<file path="config.mk">
export PLATFORM = sky130hd
export DESIGN_NAME = cpu_sequencer
export DESIGN_NICKNAME = d
export VERILOG_FILES = /design/src/rtl/cpu_sequencer.sv
export SDC_FILE = /design/constraint.sdc
export NUM_CORES = 1
export LEC_CHECK = 0
export ABC_AREA = 1
export BUFFER_PORTS_ARGS = -buffer_cell sky130_fd_sc_hd__clkbuf_2
export CORE_MARGIN = 1
export CORE_UTILIZATION = 49
export DETAILED_ROUTE_END_ITERATION = 10
export GPL_TIMING_DRIVEN = 0
export PLACE_DENSITY_LB_ADDON = 0.12
export SYNTH_ARGS = -nofsm -noshare
export SYNTH_HDL_FRONTEND = slang
export SYNTH_SLANG_ARGS = --single-unit
</file>
<file path="constraint.sdc">
create_clock -name clk -period 3.79 [get_ports clk]
set_input_delay 0.379 -clock clk [delete_from_list [all_inputs] [get_ports clk]]
set_output_delay 0.379 -clock clk [all_outputs]
set_load 0.03 [all_outputs]
</file>
<file path="src/rtl/cpu_sequencer.sv">
// Microcode sequencer: walks fetch/execute T-states and drives the 15-bit control word.
// Optional conditional jumps (JC/JZ) are enabled with `define SEQ_COND_JMP_EN.
module cpu_sequencer #(
    parameter logic [14:0] IDLE_WORD = 15'h0FE3
) (
    input  logic        clk,
    input  logic        rst,
    input  logic [3:0]  opcode,
    input  logic        zf,
    input  logic        cf,
    input  logic        run,
    input  logic        step,
    output logic [14:0] control,
    output logic [2:0]  t_state,
    output logic        instr_done,
    output logic        halted
);

    // state | meaning
    // T0    | PC -> MAR
    // T1    | RAM -> IR, PC++
    // T2-T4 | opcode-dependent execute steps
    // HALT  | sticky stop after HLT, left only by rst
    // WAIT  | idle, waiting for run or a pending step
    typedef enum logic [2:0] {
        S_T0   = 3'd0,
        S_T1   = 3'd1,
        S_T2   = 3'd2,
        S_T3   = 3'd3,
        S_T4   = 3'd4,
        S_HALT = 3'd6,
        S_WAIT = 3'd7
    } state_t;

    localparam logic [14:0] W_FETCH_ADDR = 15'h27E3;
    localparam logic [14:0] W_FETCH_IR   = 15'h4D63;
    localparam logic [14:0] W_IR_TO_MAR  = 15'h07A3;
    localparam logic [14:0] W_RAM_TO_A   = 15'h0DC3;
    localparam logic [14:0] W_RAM_TO_B   = 15'h0DE1;
    localparam logic [14:0] W_ALU_ADD    = 15'h0FC7;
    localparam logic [14:0] W_ALU_SUB    = 15'h0FCF;
    localparam logic [14:0] W_A_TO_MDR   = 15'h0BF3;
    localparam logic [14:0] W_MDR_TO_RAM = 15'h0EE3;
    localparam logic [14:0] W_IR_TO_A    = 15'h0F83;
    localparam logic [14:0] W_IR_TO_PC   = 15'h1FA3;
    localparam logic [14:0] W_A_TO_OUT   = 15'h0FF2;

    localparam logic [3:0] OP_LDA = 4'h1;
    localparam logic [3:0] OP_ADD = 4'h2;
    localparam logic [3:0] OP_SUB = 4'h3;
    localparam logic [3:0] OP_STA = 4'h4;
    localparam logic [3:0] OP_LDI = 4'h5;
    localparam logic [3:0] OP_JMP = 4'h6;
    localparam logic [3:0] OP_JC  = 4'h7;
    localparam logic [3:0] OP_JZ  = 4'h8;
    localparam logic [3:0] OP_OUT = 4'hE;
    localparam logic [3:0] OP_HLT = 4'hF;

    state_t state_q, state_d;
    logic   step_pending_q, step_pending_d;

`ifndef SEQ_COND_JMP_EN
    logic unused_flags;
    assign unused_flags = zf ^ cf;
`endif

    always_ff @(posedge clk or posedge rst) begin
        if (rst) begin
            state_q        <= S_WAIT;
            step_pending_q <= 1'b0;
        end else begin
            state_q        <= state_d;
            step_pending_q <= step_pending_d;
        end
    end

    always_comb begin
        state_d        = state_q;
        step_pending_d = step_pending_q;
        case (state_q)
            S_WAIT: begin
                if (run || step_pending_q) begin
                    state_d        = S_T0;
                    step_pending_d = 1'b0;
                end else if (step) begin
                    step_pending_d = 1'b1;
                end
            end
            S_T0: state_d = S_T1;
            S_T1: state_d = S_T2;
            S_T2, S_T3, S_T4: begin
                if (!instr_done) begin
                    state_d = state_t'(state_q + 3'd1);
                end else if (state_q == S_T2 && opcode == OP_HLT) begin
                    state_d = S_HALT;
                end else if (run) begin
                    state_d = S_T0;
                end else begin
                    state_d = S_WAIT;
                end
            end
            S_HALT:  state_d = S_HALT;
            default: state_d = S_WAIT;
        endcase
    end

    // Outputs depend only on state and opcode (plus flags in T2 for conditional jumps).
    always_comb begin
        control    = IDLE_WORD;
        t_state    = 3'd7;
        instr_done = 1'b0;
        halted     = 1'b0;
        case (state_q)
            S_T0: begin
                t_state = 3'd0;
                control = W_FETCH_ADDR;
            end
            S_T1: begin
                t_state = 3'd1;
                control = W_FETCH_IR;
            end
            S_T2: begin
                t_state    = 3'd2;
                instr_done = 1'b1;
                case (opcode)
                    OP_LDA, OP_ADD, OP_SUB, OP_STA: begin
                        control    = W_IR_TO_MAR;
                        instr_done = 1'b0;
                    end
                    OP_LDI: control = W_IR_TO_A;
                    OP_JMP: control = W_IR_TO_PC;
                    OP_OUT: control = W_A_TO_OUT;
`ifdef SEQ_COND_JMP_EN
                    OP_JC:  control = cf ? W_IR_TO_PC : IDLE_WORD;
                    OP_JZ:  control = zf ? W_IR_TO_PC : IDLE_WORD;
`endif
                    default: control = IDLE_WORD;
                endcase
            end
            S_T3: begin
                t_state    = 3'd3;
                instr_done = 1'b1;
                case (opcode)
                    OP_LDA: control = W_RAM_TO_A;
                    OP_ADD, OP_SUB: begin
                        control    = W_RAM_TO_B;
                        instr_done = 1'b0;
                    end
                    OP_STA: begin
                        control    = W_A_TO_MDR;
                        instr_done = 1'b0;
                    end
                    default: control = IDLE_WORD;
                endcase
            end
            S_T4: begin
                t_state    = 3'd4;
                instr_done = 1'b1;
                case (opcode)
                    OP_ADD:  control = W_ALU_ADD;
                    OP_SUB:  control = W_ALU_SUB;
                    OP_STA:  control = W_MDR_TO_RAM;
                    default: control = IDLE_WORD;
                endcase
            end
            S_HALT: halted = 1'b1;
            default: ;
        endcase
    end

endmodule
</file>
==> results of run 1 <==
[final timing paths]
check	startpoint	slack, ns	cells past startpoint	to
max	state_q[0]	1.32	10	control[6]
min	step	0.35	2	step_pending_q
max reg2reg	state_q[0]	2.09	6	state_q[0]
min reg2reg	step_pending_q	0.51	1	step_pending_q
max in group asynchronous	rst	3.00	3	state_q[0]
min in group asynchronous	rst	0.56	3	step_pending_q
[cell usage after synthesis, drive strengths merged]
cell type / instances / area [um^2]
nor3b: 1 / 7.51
o211ai: 1 / 7.51
nor4: 2 / 12.5
buf: 1 / 11.3
nor3: 2 / 10.0
inv: 21 / 78.8
and2: 1 / 6.26
o21ai: 7 / 35.0
dfrtp: 1 / 25.0
dfstp: 3 / 78.8
nand3: 9 / 75.1
nor2: 16 / 88.8
nand4: 8 / 50.1
nand2: 19 / 83.8
ha: 6 / 75.1
a22o: 1 / 8.76
a31oi: 1 / 6.26
a21oi: 4 / 20.0
[layer usage]
layer  global-route usage, %  wire length (um)  up-vias
li1                        -                 -      414
met1                    34.7               784      374
met2                    37.5               819       29
met3                    1.70                71        0
met4                    5.17                 0        0
met5                       0                 0        -
[worst max-delay path: cells and delay by family, from the launching register on]
kind            cells  cell delay (ns)
buf+inv             3             0.46
simple gates        5             0.53
flops               1             0.58
compound gates      1             0.09
fa+ha+maj           1             0.21
[state kept, by name (all words and copies together) (netlist names)]
signal,count
step_pending_q,1
state_q,3
[per-stage QoR]
stage,hold WS (ns),area [um^2],setup slack [ns]
floorplan,0.143,681,1.48
global placement,0.237,835,1.64
detailed placement,0.252,835,1.59
CTS,0.354,871,1.33
global route,0.360,871,1.23
finish,0.354,871,1.32
[logic make-up (layout without fill, tap and decap cells)]
group	after synthesis	count (layout)	share of synthesized area (%)
buffers and inverters	22	54	13.2
flip-flops	4	4	15.3
AND/OR/NAND/NOR	58	58	49.1
adder cells (fa/ha/maj)	6	6	11.0
AO/OA/AOI/OAI	14	14	11.4
[placed cells by master (no fill, tap or decap), types with 2 or more instances in the layout]
| master | instances |
|---|---|
| clkbuf_4 | 3 |
| dfstp_2 | 3 |
| inv_2 | 3 |
| ha_1 | 6 |
| nand2_1 | 14 |
| a21oi_1 | 4 |
| nand3_4 | 2 |
| nor3_1 | 2 |
| nand3_1 | 6 |
| o21ai_0 | 6 |
| inv_1 | 18 |
| nor2_1 | 12 |
| nand2_2 | 5 |
| nand4_1 | 8 |
| nor2_2 | 2 |
| clkbuf_2 | 27 |
| nor4_1 | 2 |
[cell type report]
class / count / area [um^2] / share of cell area [%]
Multi-Input combinational cell: 78 / 487 / 55.9
Clock buffer: 4 / 26.3 / 3.02
Inverter: 21 / 78.8 / 9.05
Tap cell: 15 / 18.8 / 2.16
Timing Repair Buffer: 28 / 145 / 16.7
Sequential cell: 4 / 104 / 11.9
Buffer: 1 / 11.3 / 1.29
==> flow_metrics.env, run 1 <==
export IMPL_die_x_um=39.3
export IMPL_cp_end_kind="output port"
export IMPL_hold_violations=0
export IMPL_grt_setup_unrepaired="no"
export IMPL_grt_max_degree=11
export IMPL_cts_buffers=3
export IMPL_layout_min_cycle_time_ns=2.47
export IMPL_worstSetupStartpointType="flop"
export IMPL_ys_seq_area_share_pct=15.3
export IMPL_place_congestion=0.799
export IMPL_avgSynthCellArea_um2=6.54
export IMPL_syn_area_um2=681
export IMPL_gr_total_overflow=0
export IMPL_drtAntennaViolNets=0
export IMPL_cts_tree="built"
export IMPL_cts_hold_buf=1
export IMPL_ctsHtreeMaxLevel=1
export IMPL_drv_slew=0
export IMPL_slew_headroom_pct=75.6
export IMPL_post_cts_buffers=0
export IMPL_drtIter0Drc=17
export IMPL_cp_max_fo=7
export IMPL_setup_viol=0
export IMPL_cp_slowest_cell="dfstp_2"
export IMPL_wl_um=1680
export IMPL_cp_slowest_stage_delay_ns=0.58
export IMPL_required_ns=3.41
export IMPL_dieArea_um2=1540
export IMPL_syn_nets=120
export IMPL_skew_ns=0.000770
export IMPL_n_fill_cell=118
export IMPL_antenna_found_initial=0
export IMPL_synthCells=104
export IMPL_crit_arrival_ns=2.09
export IMPL_drive_gt1_share_pct=36.0
export IMPL_path_cells="inv_1, ha_1, inv_1, nor2_8, nor2_1, nand2_2, nand2_1, nor2_1, o211ai_1, clkbuf_2"
export IMPL_cap_violations=0
export IMPL_rows=13
export IMPL_drtPass1Iterations=4
export IMPL_grt_pass1_wl_um=2510
export IMPL_cts_clk_slew_worst_paths_ns=0.04
export IMPL_dpl_cell_count=146
export IMPL_die_height_um=39.3
export IMPL_grt_pass1_vias=569
export IMPL_drc=0
export IMPL_dp_hpwl_um=1370
export IMPL_clock_sinks=4
export IMPL_min_path_type="in -> reg"
export IMPL_clock_latency_ns=0.24
export IMPL_clockBufferDepth=2
export IMPL_nNetsFinal=153
export IMPL_io_buffers=27
export IMPL_fmax_mhz=406
export IMPL_status="complete, no violations"
export IMPL_worstMarginPinSlew_ns=0.362
export IMPL_cts_resized_gates=0
export IMPL_coreArea_um2=1300
export IMPL_utilization_pct=66.9
export IMPL_fin_cells=151
export IMPL_ys_ff_latch=4
export IMPL_yosys_warnings=0
export IMPL_syn_to_final_growth_pct=27.9
export IMPL_yosysUniqueCellTypes=26
export IMPL_track_usage_pct=23.7
export IMPL_antenna_cells=0
export IMPL_avgViaCountPerCell=5.41
export IMPL_period_share_pct=65.1
export IMPL_fin_tns_setup_ns=0
export IMPL_io_pins=30
export IMPL_wl_per_cell_um=11.1
export IMPL_initial_utilization_pct=52.3
export IMPL_critical_path_class="reg -> out"
export IMPL_vias=817
export IMPL_root_buffer="clkbuf_4"
Power of run 1 is left out: the tool's default activity adds up to more than one toggle a clock period on the data nets, which glitch-free logic cannot reach.
==> run 2, diff against run 1 <==
Settings changed: ABC_AREA 1 to 0, CORE_UTILIZATION 49 to 46.
Clock period 3.79 ns to 2.41 ns, I/O delays scaled along.
==> flow_metrics.env, run 2 <==
export IMPL_crit_arrival_ns=2.10
export IMPL_critical_path_class="reg -> out"
export IMPL_grt_max_degree=12
export IMPL_power_frac_clock_pct=6.5
export IMPL_cp_max_fo=10
export IMPL_drv_slew=0
export IMPL_final_common_cell="clkbuf_2"
export IMPL_final_cell_mix="clkbuf_2 (26), nor2_1 (11), nand2_1 (9)"
export IMPL_path_common_cell="clkbuf_4"
export IMPL_rows=13
export IMPL_status="complete, no violations"
export IMPL_wl_um=1800
export IMPL_power_switching_mw=0.820
export IMPL_powerDensity_nw_per_um2=1550
export IMPL_synth_top_area_share_pct=11.4
export IMPL_routed_wl_met3_um=71
export IMPL_gr_total_overflow=0
export IMPL_grt_setup_unrepaired="no"
export IMPL_grt_pass1_vias=632
export IMPL_io_buffers=27
export IMPL_async_flop_share_pct=100
export IMPL_min_path_cells=3
export IMPL_drc=0
export IMPL_track_usage_pct=23.9
export IMPL_top_register="state_q"
export IMPL_ys_ff_latch=4
export IMPL_topRoutingLayerUsed="met3"
export IMPL_yosys_top_cells_count="nor2_1 (11), nand2_1 (9), inv_1 (7)"
export IMPL_hold_violations=0
export IMPL_vdd_ir_drop_max_mv=0.671
export IMPL_largest_reg_flops=3
export IMPL_setup_viol=0
export IMPL_antenna_found_initial=0
export IMPL_crit_family="simple AND/OR/NAND/NOR gates"
export IMPL_synthCells=97
export IMPL_p_comb_share_pct=81.7
export IMPL_drive_gt1_share_pct=40.2
export IMPL_period_share_pct=97.0
export IMPL_layout_min_cycle_time_ns=2.34
export IMPL_wl_met2_um=795
export IMPL_clock_sinks=4
export IMPL_cts_buffers=3
export IMPL_yosysUniqueCellTypes=43
export IMPL_cts_clk_slew_worst_paths_ns=0.04
export IMPL_syn_area_um2=694
export IMPL_synth_top_area_cell="dfstp_2"
export IMPL_root_buffer="clkbuf_4"
export IMPL_worstSetupStartpointType="flop"
export IMPL_ctsHtreeMaxLevel=1
export IMPL_fin_hold_ws_ns=0.252
export IMPL_top_regs="state_q: 3 flops, step_pending_q: 1 flops"
export IMPL_dp_hpwl_um=1380
export IMPL_place_congestion=0.806
export IMPL_avgSynthCellArea_um2=7.16
export IMPL_cp_slowest_cell="dfstp_2"
export IMPL_ys_seq_area_share_pct=15.0
export IMPL_ys_flop_type="dfstp_2"
export IMPL_final_cell_area_um2=922
export IMPL_leakage_nw=0.439
export IMPL_worstMarginPinSlew_ns=0.430
export IMPL_die_height_um=40.9
export IMPL_grt_pass1_wl_um=2710
export IMPL_vias=807
export IMPL_clock_latency_ns=0.24
export IMPL_drtAntennaViolNets=0
export IMPL_drtPass1Iterations=4
export IMPL_yosys_warnings=0
export IMPL_wl_met1_um=927
export IMPL_cp_slowest_stage_delay_ns=0.54
export IMPL_io_pins=30
export IMPL_switching_share_pct=57.3
export IMPL_fmax_mhz=428
export IMPL_worst_path_stages=6
export IMPL_path_cells="inv_1, ha_2, nor2b_4, clkbuf_4, or4_1, clkbuf_4"
export IMPL_p_int_mw=0.611
export IMPL_synth_edff_count=0
export IMPL_cap_violations=0
export IMPL_drtIter0Drc=22
export IMPL_cts_tree="built"
export IMPL_cp_end_kind="output port"
export IMPL_required_ns=2.17
export IMPL_initial_utilization_pct=51.4
export IMPL_dieArea_um2=1670
export IMPL_nNetsFinal=144
export IMPL_syn_nets=113
export IMPL_clockBufferDepth=2
export IMPL_place_area_um2=856
export IMPL_power_total_mw=1.43
export IMPL_crit_buf_inv=3
export IMPL_reg2reg_depth=7
export IMPL_syn_to_final_growth_pct=32.8
export IMPL_skew_ns=0.00621
export IMPL_avgViaCountPerCell=5.68
export IMPL_synth_most_common_cell="nor2_1"
export IMPL_power_frac_seq_pct=11.8
export IMPL_antenna_cells=0
export IMPL_slew_headroom_pct=71.3
export IMPL_synthTopCellsByArea="dfstp_2 (11%), ha_1 (11%), nor2_1 (5.9%)"
export IMPL_wl_per_cell_um=12.6
export IMPL_fin_tns_setup_ns=0
export IMPL_coreArea_um2=1350
export IMPL_die_x_um=40.9
export IMPL_min_path_type="in -> reg"
run 2: cell count changes in the layout (fill, tap and decap cells not counted), moves of 3 or more:
cell     previous run  this run
inv_1              18         7
nand4_1             8         1
nand2_1            14         9
nand2_2             5         0
o21ai_0             6         3
run 2: layout make-up:
| class | instances | area (um^2) |
|---|---|---|
| Tap cell | 15 | 18.8 |
| Multi-Input combinational cell | 80 | 579 |
| Fill cell | 119 | 428 |
| Timing Repair Buffer | 28 | 148 |
| Sequential cell | 4 | 104 |
| Inverter | 9 | 33.8 |
| Clock buffer | 4 | 26.3 |
| Buffer | 2 | 12.5 |
run 2: worst paths after layout:
path / startpoint / to / slack, ns
max in group asynchronous: rst / state_q[2] / 1.77
min reg2reg: step_pending_q / step_pending_q / 0.50
max: state_q[0] / control[7] / 0.07
min: step / step_pending_q / 0.25
max reg2reg: state_q[0] / state_q[1] / 0.38
min in group asynchronous: rst / step_pending_q / 0.41
run 2: power by group through the flow:
stage	registers [mW]	clock network (mW)	logic (mW)
2_1_floorplan	0.156	0	0.870
3_3_place_gp	0.163	0	1.10
3_5_place_dp	0.167	0	1.11
4_1_cts	0.166	0.0959	1.13
5_1_grt	0.173	0.103	1.26
6_report	0.169	0.0932	1.17
run 2: tightest hold or removal path: stages:
cell      delay [ns]
clkbuf_2        0.08
nand3_1         0.06
mux2i_1         0.06
run 2: layer usage:
| layer | vias up | global-route usage (%) |
|---|---|---|
| li1 | 416 | - |
| met1 | 367 | 32.5 |
| met2 | 24 | 40.6 |
| met3 | 0 | 4.89 |
| met4 | 0 | 0 |
| met5 | - | 0 |
run 2: cells by family (layout without fill, tap and decap cells):
| logic type | after synthesis | count (layout) | synth area share, % |
|---|---|---|---|
| and+or+nand+nor | 51 | 51 | 42.0 |
| AOI/OAI and AO/OA | 22 | 22 | 23.6 |
| buffers and inverters | 13 | 43 | 7.21 |
| adders and majority gates | 6 | 6 | 10.8 |
| DFF | 4 | 4 | 15.0 |
| muxes | 1 | 1 | 1.44 |
run 2: what timing repair did:
item,4_1_cts,5_1_grt
gates resized for setup,5,4
buffers inserted,0,0
endpoints found under the hold margin,1,0
hold buffers,1,0
endpoints found under the setup margin,7,9
run 2: per-stage QoR:
step | worst slack (ns) | instances | utilization, %
floorplan | 0.237 | 97 | -
global placement | 0.115 | 139 | 63.4
detailed placement | 0.0855 | 139 | 63.4
CTS | 0.0151 | 143 | 66.6
global route | 0.0116 | 142 | 68.3
finish | 0.0727 | 142 | 68.3
No activity file was read; power rests on OpenSTA's default activity.
==> run 3, diff against run 2 <==
Clock period 2.41 ns to 2.39 ns, I/O delays scaled along.
==> flow_metrics.env, run 3 (synthesized netlist as in run 2, its figures left out) <==
export IMPL_power_frac_seq_pct=11.8
export IMPL_final_common_cell="clkbuf_2"
export IMPL_dp_hpwl_um=1380
export IMPL_clock_latency_ns=0.24
export IMPL_top_regs="state_q: 3 flops, step_pending_q: 1 flops"
export IMPL_period_share_pct=97.3
export IMPL_cp_max_fo=10
export IMPL_top_register="state_q"
export IMPL_grt_pass1_vias=629
export IMPL_wl_um=1800
export IMPL_dpl_cell_count=139
export IMPL_power_frac_clock_pct=6.5
export IMPL_fin_hold_ws_ns=0.250
export IMPL_place_area_um2=856
export IMPL_leakage_nw=0.439
export IMPL_antenna_cells=0
export IMPL_cts_clk_slew_worst_paths_ns=0.04
export IMPL_drive_gt1_share_pct=40.2
export IMPL_drtIter0Drc=22
export IMPL_io_buffers=27
export IMPL_rows=13
export IMPL_syn_to_final_growth_pct=32.8
export IMPL_final_cell_mix="clkbuf_2 (26), nor2_1 (11), nand2_1 (9)"
export IMPL_drv_slew=0
export IMPL_grt_max_degree=12
export IMPL_final_cell_area_um2=922
export IMPL_min_path_type="in -> reg"
export IMPL_drtPass1Iterations=4
export IMPL_cts_buffers=3
export IMPL_cap_violations=0
export IMPL_drc=0
export IMPL_worstMarginPinSlew_ns=0.430
export IMPL_vdd_ir_drop_max_mv=0.676
export IMPL_crit_arrival_ns=2.09
export IMPL_fin_tns_setup_ns=0
export IMPL_hold_violations=0
export IMPL_nNetsFinal=144
export IMPL_min_from="step"
export IMPL_die_height_um=40.9
export IMPL_clockBufferDepth=2
export IMPL_skew_ns=0.00621
export IMPL_layout_min_cycle_time_ns=2.33
export IMPL_fin_cells=142
export IMPL_slew_headroom_pct=71.3
export IMPL_drtAntennaViolNets=0
export IMPL_power_switching_mw=0.827
export IMPL_vias=807
export IMPL_p_int_mw=0.616
export IMPL_cp_end_kind="output port"
export IMPL_initial_utilization_pct=51.4
export IMPL_die_x_um=40.9
export IMPL_p_comb_share_pct=81.7
export IMPL_antenna_found_initial=0
export IMPL_largest_reg_flops=3
export IMPL_avgViaCountPerCell=5.68
export IMPL_coreArea_um2=1350
export IMPL_track_usage_pct=23.8
export IMPL_powerDensity_nw_per_um2=1570
export IMPL_setup_viol=0
export IMPL_dieArea_um2=1670
export IMPL_wl_per_cell_um=12.6
export IMPL_switching_share_pct=57.3
export IMPL_reg2reg_from="state_q[0]"
export IMPL_root_buffer="clkbuf_4"
export IMPL_critical_path_class="reg -> out"
export IMPL_required_ns=2.15
export IMPL_io_pins=30
export IMPL_n_fill_cell=119
export IMPL_path_cells="inv_1, ha_2, nor2b_4, clkbuf_4, or4_1, buf_4"
export IMPL_status="complete, no violations"
export IMPL_power_total_mw=1.44
export IMPL_clock_sinks=4
export IMPL_fmax_mhz=430
export IMPL_cp_startpoint="state_q[0]"
export IMPL_ctsHtreeMaxLevel=1
export IMPL_place_congestion=0.806
export IMPL_gr_total_overflow=0
export IMPL_cp_slowest_cell="dfstp_2"
export IMPL_worstSetupStartpointType="flop"
export IMPL_cts_tree="built"
export IMPL_cp_slowest_stage_delay_ns=0.54
export IMPL_grt_pass1_wl_um=2690
## run 3: routing by layer
metal,GRT usage [%],routed length (um),up-vias
met1,32.5,927,367
met3,4.89,72,0
li1,-,-,416
met2,40.2,795,24
met4,0,0,0
met5,0,0,-
## run 3: worst max-delay path: cells and delay by family, from the launching register on
kind / cells / cell delay (ns)
DFF: 1 / 0.54
adders and majority gates: 1 / 0.23
buffers and inverters: 3 / 0.46
and+or+nand+nor: 2 / 0.63
## run 3: power by group through the flow
stage | logic (mW) | registers (mW) | clock network, mW
3_3_place_gp | 1.11 | 0.164 | 0
6_report | 1.18 | 0.170 | 0.0939
3_5_place_dp | 1.12 | 0.168 | 0
2_1_floorplan | 0.877 | 0.157 | 0
5_1_grt | 1.27 | 0.175 | 0.104
4_1_cts | 1.14 | 0.167 | 0.0967
## run 3: repair_timing
action / CTS / global route
gates resized for setup: 6 / 4
hold endpoints to repair: 1 / 0
hold buffers: 1 / 0
endpoints found under the setup margin: 7 / 8
setup buffers: 0 / 0
pin swaps: 0 / 0
## run 3: path summary, 6_finish.rpt
check / slack [ns] / cells after the start / end
worst max-delay path: 0.06 / 6 / control[7]
worst min-delay path: 0.25 / 3 / step_pending_q
worst max register to register: 0.36 / 7 / state_q[1]
worst min register to register: 0.50 / 1 / step_pending_q
max in group asynchronous: 1.75 / 3 / state_q[2]
min in group asynchronous: 0.40 / 3 / step_pending_q
## run 3: final cells by class
type | count | area (um^2) | share of cell area, %
tap | 15 | 18.8 | 2.04
sequential | 4 | 104 | 11.3
multi-input combinational | 80 | 579 | 62.8
timing repair buffer | 28 | 148 | 16.0
inverter | 9 | 33.8 | 3.66
clock buffer | 4 | 26.3 | 2.85
buffer | 2 | 12.5 | 1.36
## run 3: metrics by stage
stage                     util (%)  setup slack [ns]
after detailed placement      63.4            0.0675
after CTS                     67.0            0.0202
after floorplan                  -             0.219
after global routing          68.3         -0.000255
final                         68.3            0.0636
after global placement        63.4            0.0969
